### src/rtl/tone_sequencer.sv
// tone_sequencer: buzzer sequencer for the Tetris board.
// A looping background score plays through one square-wave output. Short
// event sound effects can be laid on top of it and mask it while they play.
// One reloadable half-period down-counter generates every tone.
// Optional feature macro: TONE_SEQ_SFX_EN. When it is defined, the effect
// channel (edge detectors, pattern storage, effect pointer and counter) is
// built. When it is not defined, only the background score plays and
// sfx_busy is tied low.
module tone_sequencer #(
    parameter int                       CLK_HZ      = 100_000_000,
    parameter int                       BEAT_CYCLES = 8_388_608,
    parameter int                       SCORE_LEN   = 157,
    parameter logic [SCORE_LEN*4-1:0]   SCORE       = {
        128'h33912219_88813321_99912233_11888800,
        128'h02246654_33313321_99912233_11888800,
        128'h33912219_88813321_99912233_11888800,
        128'h02246654_33313321_99912233_11888800,
        116'h33331111_22229999_11118888_99990
    },
    parameter int                       NUM_EVT     = 2,
    parameter logic [NUM_EVT*32-1:0]    EVT_PAT     = {32'h13500000, 32'h54321000}
) (
    input  logic               clk,
    input  logic               rst,
    input  logic               bgm_en,
    input  logic [NUM_EVT-1:0] evt,
    output logic               note,
    output logic [3:0]         note_code,
    output logic               sfx_busy,
    output logic               beat_tick
);

    localparam int BCW = (BEAT_CYCLES > 1) ? $clog2(BEAT_CYCLES) : 1;
    localparam int PW  = (SCORE_LEN > 1) ? $clog2(SCORE_LEN) : 1;

    localparam logic [BCW-1:0] BC_LAST = BCW'(BEAT_CYCLES - 1);
    localparam logic [PW-1:0]  P_LAST  = PW'(SCORE_LEN - 1);

    // Half-period in clock cycles for each note code; 0 marks a rest.
    function automatic logic [31:0] half_period(input logic [3:0] code);
        case (code)
            4'd1:    half_period = 32'(CLK_HZ / (2 * 523));
            4'd2:    half_period = 32'(CLK_HZ / (2 * 587));
            4'd3:    half_period = 32'(CLK_HZ / (2 * 659));
            4'd4:    half_period = 32'(CLK_HZ / (2 * 698));
            4'd5:    half_period = 32'(CLK_HZ / (2 * 784));
            4'd6:    half_period = 32'(CLK_HZ / (2 * 880));
            4'd7:    half_period = 32'(CLK_HZ / (2 * 988));
            4'd8:    half_period = 32'(CLK_HZ / (2 * 440));
            4'd9:    half_period = 32'(CLK_HZ / (2 * 494));
            4'd10:   half_period = 32'(CLK_HZ / (2 * 1047));
            4'd11:   half_period = 32'(CLK_HZ / (2 * 1175));
            4'd12:   half_period = 32'(CLK_HZ / (2 * 1319));
            default: half_period = 32'd0;
        endcase
    endfunction

    // Codes 0 and 13..15 are silent.
    function automatic logic is_rest(input logic [3:0] code);
        is_rest = (code == 4'd0) || (code >= 4'd13);
    endfunction

    // Score step p; step 0 sits in the top nibble.
    function automatic logic [3:0] score_nib(input logic [PW-1:0] p);
        score_nib = SCORE[(SCORE_LEN - 1 - int'(p)) * 4 +: 4];
    endfunction

    // ------------------------------------------------------------------
    // Background score step counter and pointer
    // ------------------------------------------------------------------
    logic [BCW-1:0] bcnt_r, bcnt_s;
    logic [PW-1:0]  bptr_r, bptr_s;
    logic [3:0]     bgm_code_s;

    // Next step counter/pointer; both are held at zero while the score is off.
    always_comb begin
        bcnt_s = {BCW{1'b0}};
        bptr_s = {PW{1'b0}};
        if (bgm_en) begin
            if (bcnt_r == BC_LAST) begin
                bcnt_s = {BCW{1'b0}};
                bptr_s = (bptr_r == P_LAST) ? {PW{1'b0}} : bptr_r + PW'(1);
            end else begin
                bcnt_s = bcnt_r + BCW'(1);
                bptr_s = bptr_r;
            end
        end else begin
            bcnt_s = {BCW{1'b0}};
            bptr_s = {PW{1'b0}};
        end
    end

    // Score step registers and the registered end-of-step pulse.
    always_ff @(posedge clk or posedge rst) begin
        if (rst) begin
            bcnt_r      <= {BCW{1'b0}};
            bptr_r      <= {PW{1'b0}};
            beat_tick   <= 1'b0;
        end else begin
            bcnt_r      <= bcnt_s;
            bptr_r      <= bptr_s;
            beat_tick   <= bgm_en && (bcnt_s == BC_LAST);
        end
    end

    // The score sounds from the current pointer; a disabled score is silent.
    assign bgm_code_s = bgm_en ? score_nib(bptr_r) : 4'd0;

    // ------------------------------------------------------------------
    // Effect channel
    // ------------------------------------------------------------------
    logic       sfx_active_s;
    logic [3:0] sfx_code_s;

`ifdef TONE_SEQ_SFX_EN
    localparam int EW = (NUM_EVT > 1) ? $clog2(NUM_EVT) : 1;

    // Nibble k of effect e; effect 0 is the top word, nibble 0 plays first.
    function automatic logic [3:0] pat_nib(input logic [EW-1:0] e, input logic [2:0] k);
        pat_nib = EVT_PAT[(NUM_EVT - 1 - int'(e)) * 32 + (7 - int'(k)) * 4 +: 4];
    endfunction

    logic [NUM_EVT-1:0] prev_r;
    logic [NUM_EVT-1:0] trig_s;
    logic [EW-1:0]      win_s;
    logic               busy_r, busy_s;
    logic [2:0]         sptr_r, sptr_s;
    logic [BCW-1:0]     scnt_r, scnt_s;
    logic [EW-1:0]      sel_r, sel_s;

    assign trig_s = evt & ~prev_r;

    // Lowest-index rising edge wins when several arrive together.
    always_comb begin
        win_s = {EW{1'b0}};
        for (int i = NUM_EVT - 1; i >= 0; i--) begin
            win_s = trig_s[i] ? EW'(i) : win_s;
        end
    end

    // Effect sequencing: a trigger always restarts the channel, even when
    // the running effect would end in the same cycle.
    always_comb begin
        busy_s = busy_r;
        sptr_s = sptr_r;
        scnt_s = scnt_r;
        sel_s  = sel_r;
        if (|trig_s) begin
            busy_s = (pat_nib(win_s, 3'd0) != 4'd0);
            sptr_s = 3'd0;
            scnt_s = {BCW{1'b0}};
            sel_s  = win_s;
        end else if (busy_r) begin
            if (scnt_r == BC_LAST) begin
                scnt_s = {BCW{1'b0}};
                if (sptr_r == 3'd7) begin
                    busy_s = 1'b0;
                    sptr_s = 3'd0;
                end else begin
                    sptr_s = sptr_r + 3'd1;
                    busy_s = (pat_nib(sel_r, sptr_r + 3'd1) != 4'd0);
                end
            end else begin
                scnt_s = scnt_r + BCW'(1);
            end
        end else begin
            busy_s = 1'b0;
            sptr_s = 3'd0;
            scnt_s = {BCW{1'b0}};
        end
    end

    // Effect state; edge detectors start high so a held input never fires.
    always_ff @(posedge clk or posedge rst) begin
        if (rst) begin
            prev_r <= {NUM_EVT{1'b1}};
            busy_r <= 1'b0;
            sptr_r <= 3'd0;
            scnt_r <= {BCW{1'b0}};
            sel_r  <= {EW{1'b0}};
        end else begin
            prev_r <= evt;
            busy_r <= busy_s;
            sptr_r <= sptr_s;
            scnt_r <= scnt_s;
            sel_r  <= sel_s;
        end
    end

    // Use next-state values so the first nibble sounds one cycle after the edge.
    assign sfx_active_s = busy_s;
    assign sfx_code_s   = pat_nib(sel_s, sptr_s);
    assign sfx_busy     = busy_r;
`else
    logic unused_sfx_s;

    assign unused_sfx_s = ^{evt, EVT_PAT};
    assign sfx_active_s = 1'b0;
    assign sfx_code_s   = 4'd0;
    assign sfx_busy     = 1'b0;
`endif

    // ------------------------------------------------------------------
    // Arbitration and tone generator
    // ------------------------------------------------------------------
    logic [3:0]  code_s;
    logic [31:0] hcnt_r, hcnt_s;
    logic        note_s;

    // An effect masks the score; the score itself keeps advancing underneath.
    assign code_s = sfx_active_s ? sfx_code_s : bgm_code_s;

    // Half-period divider: reload on a code change, toggle on reaching zero,
    // and hold silent on rests.
    always_comb begin
        hcnt_s = hcnt_r;
        note_s = note;
        if (is_rest(code_s)) begin
            note_s = 1'b0;
            hcnt_s = 32'd0;
        end else if (code_s != note_code) begin
            hcnt_s = half_period(code_s) - 32'd1;
        end else if (hcnt_r == 32'd0) begin
            note_s = ~note;
            hcnt_s = half_period(code_s) - 32'd1;
        end else begin
            hcnt_s = hcnt_r - 32'd1;
        end
    end

    // Registered code, divider and buzzer output.
    always_ff @(posedge clk or posedge rst) begin
        if (rst) begin
            note_code <= 4'd0;
            hcnt_r    <= 32'd0;
            note      <= 1'b0;
        end else begin
            note_code <= code_s;
            hcnt_r    <= hcnt_s;
            note      <= note_s;
        end
    end

endmodule
### config.mk
export PLATFORM = sky130hd
export DESIGN_NAME = tone_sequencer
export DESIGN_NICKNAME = d
export VERILOG_FILES = /design/src/rtl/tone_sequencer.sv
export SDC_FILE = /design/constraint.sdc
export NUM_CORES = 1
export LEC_CHECK = 0
export CORE_ASPECT_RATIO = 1.25
export CORE_MARGIN = 8
export CORE_UTILIZATION = 25
export CTS_CLUSTER_SIZE = 20
export DETAILED_ROUTE_END_ITERATION = 10
export PLACE_DENSITY = 0.38
export SYNTH_ARGS = -nofsm -noshare
export SYNTH_HDL_FRONTEND = slang
export SYNTH_SLANG_ARGS = --single-unit
### constraint.sdc
create_clock -name clk -period 4.85 [get_ports clk]
set_input_delay 0.97 -clock clk [delete_from_list [all_inputs] [get_ports clk]]
set_output_delay 0.97 -clock clk [all_outputs]
set_load 0.01 [all_outputs]
# Word level (Yosys, flattened, before mapping)

Memories as Yosys holds them, arrays and structs flattened.
Cells that the tools add are included.

Flip-flop bits (word level): 69
ROM bits: 544
Input bits: 5
Memories kept: 2

Add/sub/neg operators: 6
Magnitude comparators: 1
Eq/ne operators: 6
Shifts and indexed selects: 1
Multiplexer cells: 17
Bitwise logic cells: 1
Reduce and logical (&&, ||, !) cells: 6

Memory list:

| name             | words | width | rd ports | clocked after Yosys merged registers in | write ports | line | text |
|---|---|---|---|---|---|---|---|
| (name not given) | 16    | 17    | 1        | 0                                       | 0           | 41   | `case (code)` |
| (name not given) | 16    | 17    | 1        | 0                                       | 0           | 41   |  |

Operators with widths:

| kind                      | number |
|---|---|
| $shiftx 628x11->4 const A | 1 |
| $mux 32                   | 8 |
| $sub 32x1->32 const B     | 3 |
| $eq 23x23->1 const B      | 2 |
| $mux 23                   | 2 |
| $logic_not 32->1          | 1 |
| $mux 8                    | 3 |
| $add 23x1->23 const B     | 1 |
| $sub 8x8->9 const A       | 1 |
| $add 8x1->8 const B       | 1 |
| $eq 8x8->1 const B        | 1 |
| $ge 4x4->1 const B        | 1 |
| $logic_not 4->1           | 1 |
| $mux 4                    | 1 |
| $ne 4x4->1                | 1 |
| $mux 1                    | 3 |
| $ne 2x1->1 const B        | 1 |
| $ne 2x2->1 const B        | 1 |
| $reduce_and 2->1          | 1 |
| $reduce_bool 2->1         | 1 |
| $logic_and 1x1->1         | 1 |
| $logic_or 1x1->1          | 1 |
| $not 1->1                 | 1 |

# Depth between registers and ports, before layout

Gate-level depths: netlist of run 1.
An unclocked memory read counts as a cell.

Depth in word-level cells: 11
Depth in mapped cells: 24

# Worst setup path after synthesis of run 1

OpenSTA, ideal clock, no wires.

Path type: flip-flop to flip-flop
From: reg bptr_r[0]
To: reg hcnt_r[30]
Setup time: 87 ps
Arrival: 4432 ps
Data required time: 4763 ps
Slack: 331 ps
Stages on the path, launching flop included: 25
Buffers on the path: 6
Period minus slack after synthesis: 4519 ps
Path through: dfrtp_1 buf_2 buf_2 inv_1 ha_1 buf_4 buf_2 mux2_2 a211oi_1 nor3_1 o21ai_1 o311ai_4 a21oi_2 ha_1 clkbuf_1 nor2_1 a21o_1 ha_1 nand2_1 nor3_1 o21ai_0 nor2_1 a21oi_4 buf_8 a211oi_2

Longest elaborated chain between the ends: 11

Ends and longest elaborated chain:

| element                | line | text |
|---|---|---|
| from (decl)            | 72   | `logic [PW-1:0] bptr_r, bptr_s;` |
| from (signal assigned) | 97   | `bptr_r <= {PW{1'b0}};` |
| from (signal assigned) | 101  | `bptr_r <= bptr_s;` |
| $sub 8x8->9 (*)        | 65   | `score_nib = SCORE[(SCORE_LEN - 1 - int'(p)) * 4 +: 4];` |
| $shiftx 628x11->4 (*)  | 65   |  |
| $mux 4 (*)             | 107  | `assign bgm_code_s = bgm_en ? score_nib(bptr_r) : 4'd0;` |
| $mem_v2 16x17          | -    |  |
| $mux 32                | 223  | `end else if (hcnt_r == 32'd0) begin` |
| $mux 32                | 221  | `end else if (code_s != note_code) begin` |
| $mux 32                | 218  | `if (is_rest(code_s)) begin` |
| $sub 32x1->32          | 225  | `hcnt_s = half_period(code_s) - 32'd1;` |
| $mux 32                | 223  |  |
| $mux 32                | 221  |  |
| $mux 32 (*)            | 218  |  |
| net hcnt_s[30]         | 207  | `logic [31:0] hcnt_r, hcnt_s;` |
| to (signal assigned)   | 239  | `hcnt_r <= hcnt_s;` |
| to (decl)              | 207  |  |

The timed path passes the listed nets; every way through them passes the cells marked *. The select of a mux whose other input is x is not followed.
A chain may end at the register's enable or synchronous reset.

# Worst setup path after layout of run 1

From: reg bptr_r[1]
To: reg hcnt_r[20]

The elaborated chain is that of the path after synthesis.

==> results of run 1 <==
[logic make-up (layout without fill, tap and decap cells)]
logic type                 Yosys count  count (layout)  synth area share, %
adders and majority gates           11              11                 2.36
buffers and inverters               67              70                 6.99
muxes                                7               7                 1.33
DFF                                 69              69                 29.6
xor gates and xnor gates            60              60                 9.13
and+or+nand+nor                    267             267                 24.9
other                                1               1               0.0643
AOI/OAI and AO/OA                  182             182                 25.6
[worst max-delay path, delay by kind of cell, from the launching register on]
kind                       cells  cell delay, ns
buffers and inverters          4            0.77
AOI/OAI and AO/OA              8            1.54
DFF                            1            0.37
and+or+nand+nor                5            0.86
adders and majority gates      3            0.81
[layer usage]
metal / up-vias / share of wire [%]
li1: 2434 / -
met1: 2446 / 46
met2: 62 / 50
met3: 10 / 2.0
met4: 0 / 1.0
met5: - / 0
[synthesized netlist by cell type, types with 4 or more instances]
| cell type | n | area share [%] |
|---|---|---|
| nor3_1 | 26 | 2.2 |
| o21ai_0 | 28 | 2.4 |
| nor2b_1 | 8 | 0.86 |
| a31oi_1 | 9 | 0.96 |
| and2_1 | 8 | 0.86 |
| and3_1 | 8 | 0.86 |
| buf_2 | 20 | 1.7 |
| clkbuf_1 | 7 | 0.45 |
| ha_1 | 11 | 2.4 |
| o31ai_1 | 8 | 1.0 |
| mux2i_1 | 4 | 0.69 |
| xor2_1 | 24 | 3.6 |
| nand4_1 | 7 | 0.75 |
| a21o_1 | 4 | 0.51 |
| or2_2 | 5 | 0.54 |
| inv_1 | 15 | 0.96 |
| a21oi_1 | 27 | 2.3 |
| nor4_1 | 8 | 0.86 |
| o21a_1 | 7 | 0.90 |
| nand3b_1 | 5 | 0.64 |
| or4_1 | 6 | 0.77 |
| a211oi_2 | 15 | 3.2 |
| nor2_1 | 63 | 4.1 |
| nor3b_1 | 4 | 0.51 |
| buf_6 | 11 | 2.1 |
| xnor2_1 | 35 | 5.3 |
| nand2_1 | 41 | 2.6 |
| dfrtp_1 | 69 | 30 |
| o221ai_1 | 6 | 0.90 |
| o21ai_1 | 5 | 0.43 |
| o311a_1 | 5 | 0.86 |
| nand3_1 | 30 | 2.6 |
| o22ai_1 | 6 | 0.64 |
| a211oi_1 | 6 | 0.77 |
| buf_4 | 9 | 1.2 |
| nand2b_1 | 20 | 2.1 |
| or3_1 | 7 | 0.75 |
[area by class of cell]
| class | count | area share [%] |
|---|---|---|
| clock inverters | 6 | 0.712 |
| flip-flops and latches | 69 | 26.6 |
| inverters | 18 | 1.10 |
| repair buffers | 36 | 5.24 |
| well taps | 288 | 5.54 |
| multi-input cells | 528 | 57.2 |
| clock buffers | 10 | 3.68 |
[final timing paths]
path | startpoint | to | slack, ns | cells after the start
worst max-delay path | bptr_r[1] | hcnt_r[20] | 0.37 | 20
worst min-delay path | hcnt_r[0] | hcnt_r[0] | 0.51 | 1
worst max register to register | bptr_r[1] | hcnt_r[20] | 0.37 | 20
worst min register to register | hcnt_r[0] | hcnt_r[0] | 0.51 | 1
max in group asynchronous | rst | hcnt_r[5] | 2.77 | 3
min in group asynchronous | rst | bcnt_r[4] | 1.10 | 2
[stage by stage]
step / instance area (um^2) / cells / utilization, %
floorplan: 5840 / 664 / -
detailed placement: 6200 / 939 / 27.0
CTS: 6480 / 955 / 28.2
global placement: 6200 / 939 / 27.0
finish: 6500 / 955 / 28.3
global route: 6500 / 955 / 28.3
[cell usage in the layout, fill, tap and decap left out, types with 9 or more instances in the layout]
master / count
nor2_1: 63
dfrtp_1: 69
a31oi_1: 9
a211oi_2: 15
xor2_1: 24
inv_1: 14
nor3_1: 26
ha_1: 10
clkbuf_16: 9
o21ai_0: 28
nand2b_1: 20
a21oi_1: 27
nand2_1: 41
buf_4: 24
xnor2_1: 35
nand3_1: 30
[state kept, by name (all words and copies together) (netlist names)]
register	count
hcnt_r	32
bcnt_r	23
bptr_r	8
note_code	4
beat_tick	1
note	1
[timing repair]
item,in CTS,in global routing
hold buffers,0,0
resized for setup,0,3
setup endpoints to repair,0,17
[power groups by stage]
stage	registers (mW)	logic, mW	clock network [mW]
6_report	0.634	0.212	0.641
5_1_grt	0.638	0.236	0.692
4_1_cts	0.634	0.217	0.671
3_5_place_dp	0.644	0.216	0
3_3_place_gp	0.643	0.214	0
2_1_floorplan	0.638	0.172	0
==> results.cfg, run 1 <==
[run_status]
status = finished clean

[synth]
synth.avg_cell_area_um2 = 8.79
synth_seq_area_share_pct = 29.6
ys_ff_latch = 69
synth_edf_count = 0
synth_cells = 664
synthesis.nets = 680
synth_ff_type = dfrtp_1
synth.distinct_cells = 98
yosys_warnings = 0
syn_area_um2 = 5840
synthArstFlopShare_pct = 100

[grt]
grt.overflow.total = 0
grt_util_met1_pct = 14.8
antenna_found_initial = 0
grt_pass1_wl_um = 27600
grt_usage_pct = 11.8
use_met3_pct = 1.64
use_met2_pct = 20.2
grt_max_degree = 38
grt_pass1_vias = 5131
busiest_layer = met2

[die]
core_area_um2 = 23000
start_util_pct = 25.4
io_pins = 12
dieArea_um2 = 28500
die-height_um = 187
rows = 62
die_w_um = 153

[timing]
max_slew.worst_pin.slew_ns = 0.782
setup_viol = 0
rsz0062_at_grt = false
fin_skew_ns = 0.0100
drv_slew = 0
hold_ws_ns = 0.512
min_period_over_period_pct = 92.4
slew_headroom_pct = 47.8
fin_crit_ns = 4.48
fmax_ghz = 0.223
final.setup.worst_slack_ns = 0.371
tns_ns = 0
report.final.hold_viol_count = 0

[clock_tree]
htree_levels = 3
clkLatencyLatePin_ns = 0.34
cts_setup_buffers = 0
root_buffer = clkbuf_16
cts_buffers = 9
cts_max_path_buffers = 2
numClockSinks = 69
path_clk_slew_ns = 0.06
cts_tree = yes

[power]
pwr-share-clk_pct = 43.1
swShare_pct = 28.9
pwr-share-comb_pct = 14.2
ir_drop_uv = 116
finalPower_mw = 1.49
seqPwrFrac_pct = 42.6
p_per_area_nw_per_um2 = 229
power.internal_mw = 1.06
p_switching_mw = 0.430
cellLeakagePower_nw = 2.45

[detailed_routing]
wire_per_inst_um = 17.1
route.detailed.drc = 0
drt_wl_total_um = 16300
num_vias = 4952
first_pass_iters = 5
ant_nets = 0
drt-initial-drc-count = 289
avgViaCountPerCell = 5.19

[worst_hold_path]
hold_path_class = register to register

[finish]
final_nets = 678
num_antenna_cells = 0
regArea_um2 = 1730
fillers = 2488
multi_input_area_um2 = 3710
layout-drive-gt1-share_pct = 15.4
areaGrowthSynthToFinish_pct = 11.4

[placed_design]
gp_congestion = 0.782
io_buffers = 8
hpwl_um = 11600
dp_slack_ns = 0.153

[critical_path]
cp_slowest_cell = dfrtp_1
cp_cell_sequence = inv_1 -> ha_4 -> buf_12 -> nor2b_1 -> a22oi_1 -> o221ai_1 -> a31oi_1 -> o21a_1 -> a21oi_2 -> buf_4 -> ha_1 -> nand2b_1 -> ha_1 -> nand2_1 -> nor3_1 -> o21ai_0 -> nor2_1 -> a21oi_4 -> buf_12 -> a211oi_1
start_kind = register
required_ns = 5.09
cp-end-kind = register
cp_max_fo = 35
crit_type = register to register
cpPeakStageDelay_ns = 0.37
cp.arrival_ns = 4.72

[job]
max-cap-violations = 0
No activity file was read; power rests on OpenSTA's default activity.
==> inputs of run 2 (changes only) <==
--- a/config.mk
+++ b/config.mk
@@ -10,6 +10,7 @@
 export CORE_UTILIZATION = 25
 export CTS_CLUSTER_SIZE = 20
 export DETAILED_ROUTE_END_ITERATION = 10
+export GPL_ROUTABILITY_DRIVEN = 0
 export PLACE_DENSITY = 0.38
 export SYNTH_ARGS = -nofsm -noshare
 export SYNTH_HDL_FRONTEND = slang
==> results of run 2 <==
No change in the layout: final DEF, timing and power equal those of run 1.
